### config.mk
export PLATFORM = sky130hd
export DESIGN_NAME = i2c_slave_fsm
export DESIGN_NICKNAME = d
export VERILOG_FILES = /design/src/rtl/i2c_slave_fsm_pkg.sv /design/src/rtl/i2c_line_filter.sv /design/src/rtl/i2c_slave_fsm.sv
export SDC_FILE = /design/constraint.sdc
export NUM_CORES = 1
export LEC_CHECK = 0
export ABC_AREA = 1
export CAP_MARGIN = 30
export CORE_AREA = 2 2 69 71
export CTS_CLUSTER_DIAMETER = 50
export DETAILED_ROUTE_END_ITERATION = 7
export DIE_AREA = 0 0 71 73
export PLACE_DENSITY = 0.84
export SLEW_MARGIN = 20
export SYNTH_ARGS = -nofsm -noshare
export SYNTH_HDL_FRONTEND = slang
export SYNTH_HIERARCHICAL = 1
export SYNTH_SLANG_ARGS = --single-unit
### constraint.sdc
create_clock -name clk -period 2.1 [get_ports clk]
set_input_delay 0.525 -clock clk [delete_from_list [all_inputs] [get_ports clk]]
set_output_delay 0.525 -clock clk [all_outputs]
set_load 0.005 [all_outputs]
### src/rtl/i2c_slave_fsm_pkg.sv
// ----------------------------------------------------------------------------
// i2c_slave_fsm_pkg
//   Shared I2C definitions for the slave controller and the master-side
//   blocks: controller state encoding, bus ACK/NACK levels, R/W bit values
//   and a small address-compare helper.
// ----------------------------------------------------------------------------
package i2c_slave_fsm_pkg;

   // Controller states. Encoding is fixed so that state_o can be decoded by
   // anything observing the debug port without importing this package.
   typedef enum logic [2:0] {
      ST_IDLE      = 3'd0,
      ST_ADDR      = 3'd1,
      ST_ADDR_ACK  = 3'd2,
      ST_WRITE     = 3'd3,
      ST_WR_ACK    = 3'd4,
      ST_READ      = 3'd5,
      ST_RD_ACK    = 3'd6,
      ST_WAIT_STOP = 3'd7
   } state_e;

   // SDA level during the ninth clock of a byte.
   localparam logic I2C_ACK  = 1'b0;
   localparam logic I2C_NACK = 1'b1;

   // R/W bit (LSB of the address byte).
   localparam logic I2C_RD = 1'b1;
   localparam logic I2C_WR = 1'b0;

   // Address byte {addr[6:0], rw} matches the given own address.
   // There is no general call: 7'h00 only matches an own address of 7'h00.
   function automatic logic addr_matches(input logic [7:0] addr_byte,
                                         input logic [6:0] own_addr);
      return (addr_byte[7:1] == own_addr);
   endfunction

endpackage : i2c_slave_fsm_pkg

### src/rtl/i2c_line_filter.sv
// ----------------------------------------------------------------------------
// i2c_line_filter
//   Conditions one raw I2C pin for use on the system clock: two-flop
//   synchroniser, then a glitch filter that only accepts a new level after
//   FILT_LEN consecutive equal samples, then rise/fall pulses aligned with the
//   filtered level change. Pin-to-event latency is 2 + FILT_LEN clocks.
//
// Ports
//   clk_i    in   1  system clock
//   rst_i    in   1  synchronous active-high reset (line assumed idle-high)
//   pin_i    in   1  raw asynchronous pin
//   level_o  out  1  filtered level
//   rise_o   out  1  one-clk pulse, filtered level went 0->1
//   fall_o   out  1  one-clk pulse, filtered level went 1->0
// ----------------------------------------------------------------------------
module i2c_line_filter #(
   parameter int FILT_LEN = 3
) (
   input  logic clk_i,
   input  logic rst_i,
   input  logic pin_i,
   output logic level_o,
   output logic rise_o,
   output logic fall_o
);

   localparam int CW = (FILT_LEN > 2) ? $clog2(FILT_LEN) : 1;
   localparam logic [CW-1:0] CNT_MAX = CW'(FILT_LEN - 1);

   logic          sync1_q, sync2_q;
   logic          filt_q, filt_d;
   logic          rise_q, rise_d;
   logic          fall_q, fall_d;
   logic [CW-1:0] cnt_q, cnt_d;

   // cnt_q counts how many consecutive synchronised samples already disagree
   // with the filtered level; the FILT_LEN-th disagreeing sample flips it.
   always_comb begin
      filt_d = filt_q;
      cnt_d  = '0;
      rise_d = 1'b0;
      fall_d = 1'b0;
      if (sync2_q != filt_q) begin
         if (cnt_q == CNT_MAX) begin
            filt_d = sync2_q;
            rise_d = sync2_q;
            fall_d = ~sync2_q;
         end else begin
            cnt_d = cnt_q + CW'(1);
         end
      end
   end

   always_ff @(posedge clk_i) begin
      if (rst_i) begin
         sync1_q <= 1'b1;
         sync2_q <= 1'b1;
         filt_q  <= 1'b1;
         cnt_q   <= '0;
         rise_q  <= 1'b0;
         fall_q  <= 1'b0;
      end else begin
         sync1_q <= pin_i;
         sync2_q <= sync1_q;
         filt_q  <= filt_d;
         cnt_q   <= cnt_d;
         rise_q  <= rise_d;
         fall_q  <= fall_d;
      end
   end

   assign level_o = filt_q;
   assign rise_o  = rise_q;
   assign fall_o  = fall_q;

endmodule : i2c_line_filter

### src/rtl/i2c_slave_fsm.sv
// ----------------------------------------------------------------------------
// i2c_slave_fsm
//   Clock-synchronous I2C slave. SCL/SDA are oversampled and filtered on clk,
//   START/STOP are detected, a runtime 7-bit address is matched and ACKed,
//   master writes land in rx_data and master reads return tx_data.
//   Requires clk >= 20x the SCL rate.
//
// Ports
//   clk         in   1  system clock, all logic on posedge
//   rst         in   1  synchronous active-high reset
//   slave_addr  in   7  own address, compared on the 8th address SCL rise
//   scl_in      in   1  raw SCL pin
//   sda_in      in   1  raw SDA pin
//   sda_oe      out  1  1 = pull SDA low
//   tx_data     in   8  byte returned on read, loaded at each byte start
//   rx_data     out  8  last byte written by the master
//   rx_valid    out  1  one-clk pulse when rx_data updates
//   addr_hit    out  1  one-clk pulse on address match
//   busy        out  1  state != IDLE
//   state_o     out  3  current controller state (debug)
//
// Handshake: there is no flow control toward the fabric. rx_valid is a
// single-cycle qualifier for rx_data; tx_data must be stable whenever a read
// byte starts (ACK-end SCL fall, or SCL fall after a master ACK).
// ----------------------------------------------------------------------------
module i2c_slave_fsm
   import i2c_slave_fsm_pkg::*;
#(
   parameter int         FILT_LEN = 3,
   parameter logic [7:0] RX_RST   = 8'h00
) (
   input  logic       clk,
   input  logic       rst,
   input  logic [6:0] slave_addr,
   input  logic       scl_in,
   input  logic       sda_in,
   output logic       sda_oe,
   input  logic [7:0] tx_data,
   output logic [7:0] rx_data,
   output logic       rx_valid,
   output logic       addr_hit,
   output logic       busy,
   output state_e     state_o
);

   // ------------------------------------------------------------------
   // Line conditioning
   // ------------------------------------------------------------------
   logic scl_lvl, scl_rise, scl_fall;
   logic sda_lvl, sda_rise, sda_fall;

   i2c_line_filter #(.FILT_LEN(FILT_LEN)) u_scl_filt (
      .clk_i   (clk),
      .rst_i   (rst),
      .pin_i   (scl_in),
      .level_o (scl_lvl),
      .rise_o  (scl_rise),
      .fall_o  (scl_fall)
   );

   i2c_line_filter #(.FILT_LEN(FILT_LEN)) u_sda_filt (
      .clk_i   (clk),
      .rst_i   (rst),
      .pin_i   (sda_in),
      .level_o (sda_lvl),
      .rise_o  (sda_rise),
      .fall_o  (sda_fall)
   );

   // SDA may only move while SCL is low, so any SDA edge with SCL high is a
   // bus condition. Both take priority over bit handling in the same clk.
   logic start_ev, stop_ev;
   assign start_ev = sda_fall & scl_lvl;
   assign stop_ev  = sda_rise & scl_lvl;

   // ------------------------------------------------------------------
   // Registers
   // ------------------------------------------------------------------
   state_e     state_q, state_d;
   logic [2:0] bit_cnt_q, bit_cnt_d;
   logic [6:0] shift_q, shift_d;      // bits received so far in this byte
   logic [7:0] tx_sh_q, tx_sh_d;      // remaining read bits, next at [7]
   logic       rw_q, rw_d;
   logic       phase_q, phase_d;      // ACK states: ACK driven; READ: byte done
   logic       load_q, load_d;        // READ: reload tx_data on next fall
   logic       sda_oe_q, sda_oe_d;
   logic [7:0] rx_data_q, rx_data_d;
   logic       rx_valid_q, rx_valid_d;
   logic       addr_hit_q, addr_hit_d;

   // Byte being completed on this SCL rise and whether it addresses us.
   logic [7:0] shift_nxt;
   logic       byte_end;
   logic       addr_match;

   assign shift_nxt  = {shift_q, sda_lvl};
   assign byte_end   = (bit_cnt_q == 3'd7);
   assign addr_match = addr_matches(shift_nxt, slave_addr);

   // ------------------------------------------------------------------
   // State register
   // ------------------------------------------------------------------
   always_ff @(posedge clk) begin
      if (rst) begin
         state_q <= ST_IDLE;
      end else begin
         state_q <= state_d;
      end
   end

   // ------------------------------------------------------------------
   // Next-state logic
   // ------------------------------------------------------------------
   always_comb begin
      state_d = state_q;
      if (start_ev) begin
         state_d = ST_ADDR;
      end else if (stop_ev) begin
         state_d = ST_IDLE;
      end else begin
         case (state_q)
            ST_IDLE: ;
            ST_ADDR: begin
               if (scl_rise && byte_end) begin
                  state_d = addr_match ? ST_ADDR_ACK : ST_WAIT_STOP;
               end
            end
            ST_ADDR_ACK: begin
               if (scl_fall && phase_q) begin
                  state_d = (rw_q == I2C_RD) ? ST_READ : ST_WRITE;
               end
            end
            ST_WRITE: begin
               if (scl_rise && byte_end) begin
                  state_d = ST_WR_ACK;
               end
            end
            ST_WR_ACK: begin
               if (scl_fall && phase_q) begin
                  state_d = ST_WRITE;
               end
            end
            ST_READ: begin
               if (scl_fall && phase_q && !load_q) begin
                  state_d = ST_RD_ACK;
               end
            end
            ST_RD_ACK: begin
               if (scl_rise) begin
                  state_d = (sda_lvl == I2C_NACK) ? ST_WAIT_STOP : ST_READ;
               end
            end
            ST_WAIT_STOP: ;
            default: state_d = ST_IDLE;
         endcase
      end
   end

   // ------------------------------------------------------------------
   // Output / datapath logic
   // ------------------------------------------------------------------
   always_comb begin
      bit_cnt_d  = bit_cnt_q;
      shift_d    = shift_q;
      tx_sh_d    = tx_sh_q;
      rw_d       = rw_q;
      phase_d    = phase_q;
      load_d     = load_q;
      sda_oe_d   = sda_oe_q;
      rx_data_d  = rx_data_q;
      rx_valid_d = 1'b0;
      addr_hit_d = 1'b0;

      if (start_ev) begin
         bit_cnt_d = 3'd0;
         phase_d   = 1'b0;
         load_d    = 1'b0;
         sda_oe_d  = 1'b0;
      end else if (stop_ev) begin
         phase_d  = 1'b0;
         load_d   = 1'b0;
         sda_oe_d = 1'b0;
      end else begin
         case (state_q)
            ST_IDLE: begin
               sda_oe_d = 1'b0;
            end

            ST_ADDR: begin
               sda_oe_d = 1'b0;
               if (scl_rise) begin
                  shift_d   = shift_nxt[6:0];
                  bit_cnt_d = bit_cnt_q + 3'd1;
                  if (byte_end && addr_match) begin
                     addr_hit_d = 1'b1;
                     rw_d       = shift_nxt[0];
                     phase_d    = 1'b0;
                  end
               end
            end

            // First fall after the byte: pull SDA for the ACK clock.
            // Second fall: release (write) or present the first read bit.
            ST_ADDR_ACK: begin
               if (scl_fall) begin
                  if (!phase_q) begin
                     sda_oe_d = 1'b1;
                     phase_d  = 1'b1;
                  end else begin
                     phase_d = 1'b0;
                     if (rw_q == I2C_RD) begin
                        sda_oe_d = ~tx_data[7];
                        tx_sh_d  = {tx_data[6:0], 1'b0};
                     end else begin
                        sda_oe_d = 1'b0;
                     end
                  end
               end
            end

            ST_WRITE: begin
               if (scl_rise) begin
                  shift_d   = shift_nxt[6:0];
                  bit_cnt_d = bit_cnt_q + 3'd1;
                  if (byte_end) begin
                     rx_data_d  = shift_nxt;
                     rx_valid_d = 1'b1;
                     phase_d    = 1'b0;
                  end
               end
            end

            ST_WR_ACK: begin
               if (scl_fall) begin
                  if (!phase_q) begin
                     sda_oe_d = 1'b1;
                     phase_d  = 1'b1;
                  end else begin
                     sda_oe_d = 1'b0;
                     phase_d  = 1'b0;
                  end
               end
            end

            // Bit 7 is already on the bus when READ is entered from the
            // address ACK; after a master ACK it is loaded on the first fall.
            ST_READ: begin
               if (scl_rise) begin
                  bit_cnt_d = bit_cnt_q + 3'd1;
                  if (byte_end) begin
                     phase_d = 1'b1;
                  end
               end else if (scl_fall) begin
                  if (load_q) begin
                     load_d   = 1'b0;
                     sda_oe_d = ~tx_data[7];
                     tx_sh_d  = {tx_data[6:0], 1'b0};
                  end else if (phase_q) begin
                     phase_d  = 1'b0;
                     sda_oe_d = 1'b0;
                  end else begin
                     sda_oe_d = ~tx_sh_q[7];
                     tx_sh_d  = {tx_sh_q[6:0], 1'b0};
                  end
               end
            end

            ST_RD_ACK: begin
               sda_oe_d = 1'b0;
               if (scl_rise && (sda_lvl == I2C_ACK)) begin
                  load_d = 1'b1;
               end
            end

            ST_WAIT_STOP: begin
               sda_oe_d = 1'b0;
            end

            default: begin
               sda_oe_d = 1'b0;
            end
         endcase
      end
   end

   always_ff @(posedge clk) begin
      if (rst) begin
         bit_cnt_q  <= 3'd0;
         shift_q    <= 7'd0;
         tx_sh_q    <= 8'd0;
         rw_q       <= I2C_WR;
         phase_q    <= 1'b0;
         load_q     <= 1'b0;
         sda_oe_q   <= 1'b0;
         rx_data_q  <= RX_RST;
         rx_valid_q <= 1'b0;
         addr_hit_q <= 1'b0;
      end else begin
         bit_cnt_q  <= bit_cnt_d;
         shift_q    <= shift_d;
         tx_sh_q    <= tx_sh_d;
         rw_q       <= rw_d;
         phase_q    <= phase_d;
         load_q     <= load_d;
         sda_oe_q   <= sda_oe_d;
         rx_data_q  <= rx_data_d;
         rx_valid_q <= rx_valid_d;
         addr_hit_q <= addr_hit_d;
      end
   end

   assign sda_oe   = sda_oe_q;
   assign rx_data  = rx_data_q;
   assign rx_valid = rx_valid_q;
   assign addr_hit = addr_hit_q;
   assign busy     = (state_q != ST_IDLE);
   assign state_o  = state_q;

endmodule : i2c_slave_fsm

---- Word-level counts from Yosys, hierarchy flattened ----
Index checks and enable logic that the tools add are counted.
cells by class
  add/sub/neg operators ................... 3
  equal/unequal tests ..................... 41
  mux-type cells .......................... 45
  bitwise logic cells ..................... 16
  reductions and logical operators ........ 38
operator list
  kind                number
  $mux 8              7
  $mux 1              24
  $mux 3              8
  $ne 2x2->1 const B  11
  $ne 4x4->1 const B  5
  $pmux 3 s6          1
  $reduce_and 9->1    2
  $reduce_or 3->1     6
  $pmux 8 s2          1
  $eq 3x3->1 const B  5
  $reduce_and 5->1    3
  $ne 2x1->1 const B  7
  $not 1->1           14
  $reduce_and 7->1    2
  $reduce_or 5->1     2
  $pmux 1 s4          2
  $reduce_and 4->1    2
  $reduce_bool 4->1   2
  $reduce_bool 8->1   1
  $eq 7x7->1          1
  $eq 3x2->1 const B  2
  $ne 3x3->1 const B  2
  $reduce_bool 6->1   1
  $reduce_or 2->1     3
  19 further kinds    29
storage, ports and cells
  register bits after elaboration ......... 49
  bits of input ports ..................... 19
  output and inout port bits .............. 15
  logic and storage cells ................. 167

---- Longest topological paths before layout ----
  depth after elaboration ................. 6
  mapped depth ............................ 11
  mapped depth without buffers ............ 11

---- By module ----
Netlist, hierarchy kept.
modules (own cells, without submodules)
  module           instances  cells each  area an instance (um^2)  sequential area each (um^2)
  i2c_slave_fsm    1          281         1,880.6                  680.7
  i2c_line_filter  2          27          249.0                    140.1

---- Least setup slack after synthesis ----
No wires, ideal clock.
  path kind ............................... register to register
  from .................................... register state_q[1], in the netlist state_o[1]
  to ...................................... register sda_oe_q, in the netlist sda_oe
  library setup time ...................... 0.117 ns
  arrival ................................. 1.255 ns
  required time ........................... 1.983 ns
  slack ................................... 0.728 ns
  cell stages (with the launch flop) ...... 11
  buffers on the path ..................... 1
  period minus slack after synthesis ...... 1.372 ns
  cells stage by stage .................... dfxtp_1 > buf_6 > inv_6 > ha_1 > nor2_1 > nand2_1 > nand2_1 > nor2_1 > nand3_1 > a21oi_1 > nor2_1
between the ends
  cells in the longest elaborated chain, start to end .. 4
  elaborated cells on any way between the ends .. 15
  classes of those cells .................. eq/ne: 10; mux: 1; reduce/logical: 4
RTL lines
  item                                RTL line              source
  start: declaration                  i2c_slave_fsm.sv:79   state_e state_q, state_d;
  start signal: assignment            i2c_slave_fsm.sv:107  state_q <= state_d;
  $eq 3x3->1 (tied with other cells)  i2c_slave_fsm.sv:184  case (state_q)
  $reduce_or 4->1 (no source line)    n/a
  $reduce_bool 4->1 (no source line)  n/a
  $reduce_and 5->1 (no source line)   n/a
  end signal: assignment              i2c_slave_fsm.sv:305  sda_oe_q <= sda_oe_d;
  end: declaration                    i2c_slave_fsm.sv:86   logic sda_oe_q, sda_oe_d;
Several ways; a longest one is shown, not always the timed one.
A chain may end at the register's enable or synchronous reset.

---- Worst setup path in the final report ----
  from .................................... register state_q[0], in the netlist state_o[0]
  to ...................................... output port busy
between the ends
  cells in the longest elaborated chain, start to end .. 1
RTL lines
  item               RTL line              source
  $reduce_bool 3->1  i2c_slave_fsm.sv:316  assign busy = (state_q != ST_IDLE);
  end: declaration   i2c_slave_fsm.sv:42   output logic busy,
No other way between the ends.

==> flow_summary.toml <==
[status]
status = "complete, no violations"

[place]
place_inst = 421
place_hpwl_mm = 3.84
routabilityCongestion = 0.957
portBuffers = 33

[sta]
relSlewSlack_pct = 75.1
tns_ns = 0
finalCritPeriodShare_pct = 94.7
hold_ws_ns = 0.413
hold_viol = 0
period_needed_ns = 1.99
skew_ns = 0.00928
max_freq_mhz = 503
final-setup-viol-count = 0
worstMarginPinSlew_ns = 0.373
maxSlewViolCount = 0
grt_setup_unrepaired = "no"

[route]
vias = 2206
ant_nets = 0
routed_via_density = 5.14
avgRoutedWirePerCell_um = 11.9
drt-total-wl_mm = 5.10
drc = 0
drt-initial-drc-count = 132
first_pass_iters = 4

[clock_tree]
cts_buffer_depth = 2
cts_made_buffers = 5
ctsResizeCount = 0
cts.sinks = 48
htreeDepth = 2
cts_setup_buffers = 0
cts_hold_buf = 0
ctsRootBufferMaster = "clkbuf_8"
clk_pin_slew_ns = 0.08
insertion_delay_ns = 0.31
cts_tree = "yes"

[worst_setup_path]
critPathKind = "reg -> out"
worstPathArrival_ns = 1.46
path_cells = "inv_4, nand3_1, clkdlybuf4s50_1"
cp_data_required_time_ns = 1.57
endpoint_kind = "output pin"
cp_slowest_cell = "clkdlybuf4s50_1"
path_max_fanout = 7
cp_top_family = "buffers and inverters"
crit_buf_inv = 2
max_stage_delay_ns = 0.51
startpoint_type = "register"

[synthesis]
syn_avg_cell_area_um2 = 7.10
ys_ff_latch = 48
synthCells = 335
synthFlopType = "dfxtp_1"
ys_types = 32
yosysSeqAreaShare_pct = 40.4
synthesis.nets = 360
async_flop_share_pct = 0
synth_area_um2 = 2380
synth_edf_count = 0
yosys_warnings = 6

[floorplanning]
die-area_um2 = 5180
dieWidth_um = 71
core-area_um2 = 4540
die_h_um = 73
rows = 25
initial_core_util_pct = 52.4
num_io_pins = 34

[layout]
final_common_cell = "nand2_1"
nets = 399
area_growth_pct = 20.0
drive_above_1_share_pct = 10.9
antenna_cells = 0
instances_no_fill = 429
mostFrequentLayoutCells = "nand2_1, nor2_1, dfxtp_1"

[power_and_ir_drop]
vdd_drop_max_mv = 0.472
total_power_w = 0.00267
p_leak_nw = 1.29
power_density_nw_per_um2 = 936

[min_path]
worst_hold_path_type = "reg -> reg"

[global_route]
grt_usage_pct = 21.3
antenna_found_initial = 0
grt_pass1_vias = 1988
grt_max_degree = 25
grt_overflow = 0
grt_first_pass_wirelength_mm = 8.79

[job]
maxCapViolCount = 0
-- Yosys cell counts, types with 4 or more instances --
| cell type | number | area (µm²) |
|---|---|---|
| a21oi_1 | 19 | 95.1 |
| buf_6 | 4 | 45.0 |
| dfxtp_1 | 48 | 961 |
| ha_1 | 6 | 75.1 |
| inv_1 | 39 | 146 |
| inv_2 | 5 | 18.8 |
| nand2_1 | 63 | 236 |
| nand2_2 | 4 | 25.0 |
| nand3_1 | 16 | 80.1 |
| nand4_1 | 5 | 31.3 |
| nor2_1 | 56 | 210 |
| o21ai_0 | 37 | 185 |
| or2_2 | 4 | 25.0 |
-- power by group --
part	internal [W]	switching (W)	total (W)
registers	0.000964	0.0000596	0.00102
clock network	0.000268	0.000310	0.000578
logic	0.000423	0.000648	0.00107
total	0.00166	0.00102	0.00267
-- logic make-up (layout without fill, tap and decap cells) --
family / count (synthesis) / in the layout / share of synthesized area, %
AND/OR/NAND/NOR: 163 / 163 / 31.6
AO/OA/AOI/OAI: 61 / 61 / 13.2
buffers and inverters: 53 / 93 / 10.2
flip-flops: 48 / 48 / 40.4
adder cells (fa/ha/maj): 6 / 6 / 3.16
XOR/XNOR: 4 / 4 / 1.47
-- metrics by stage --
step | setup WS, ns | instance area, µm² | utilization (%)
2_1_floorplan | 0.728 | 2380 | -
3_3_place_gp | 0.239 | 2760 | 60.9
3_5_place_dp | 0.198 | 2760 | 60.9
4_1_cts | 0.102 | 2860 | 63.0
5_1_grt | 0.0388 | 2860 | 63.0
6_report | 0.111 | 2860 | 63.0
-- layout make-up --
type | count | area, µm²
Clock buffer | 7 | 86.3
Clock inverter | 1 | 7.51
Fill cell | 377 | 1680
Inverter | 47 | 189
Multi-Input combinational cell | 234 | 1180
Sequential cell | 48 | 961
Tap cell | 54 | 67.6
Timing Repair Buffer | 38 | 368
-- state kept, by name, summed over array words and instances, names as in the netlist, 2 cells and up --
name,cells
u_scl_filt/cnt_q,2
bit_cnt_q,3
tx_sh_q,7
u_sda_filt/cnt_q,2
rx_data,8
shift_q,7
state_o,3
-- worst paths after layout --
path / start / endpoint / slack [ns] / cells past startpoint
setup reg to reg: state_o[1]$_SDFFE_PP0P_ / tx_sh_q[5]$_SDFFE_PP0P_ / 0.54 / 8
setup / recovery: state_o[0]$_SDFFE_PP0P_ / busy / 0.11 / 3
hold / removal: u_scl_filt/cnt_q[0]$_SDFF_PP0_ / u_scl_filt/cnt_q[0]$_SDFF_PP0_ / 0.41 / 1
hold reg to reg: u_scl_filt/cnt_q[0]$_SDFF_PP0_ / u_scl_filt/cnt_q[0]$_SDFF_PP0_ / 0.41 / 1
-- per-layer routing --
layer	wire (µm)	up-vias	global-route usage [%]
met5	0	-	0
met4	108	0	8.81
met3	287	11	4.42
met2	2410	65	36.1
met1	2290	982	26.6
li1	-	1148	-
Note: power is estimated with default switching activity, not from simulation.
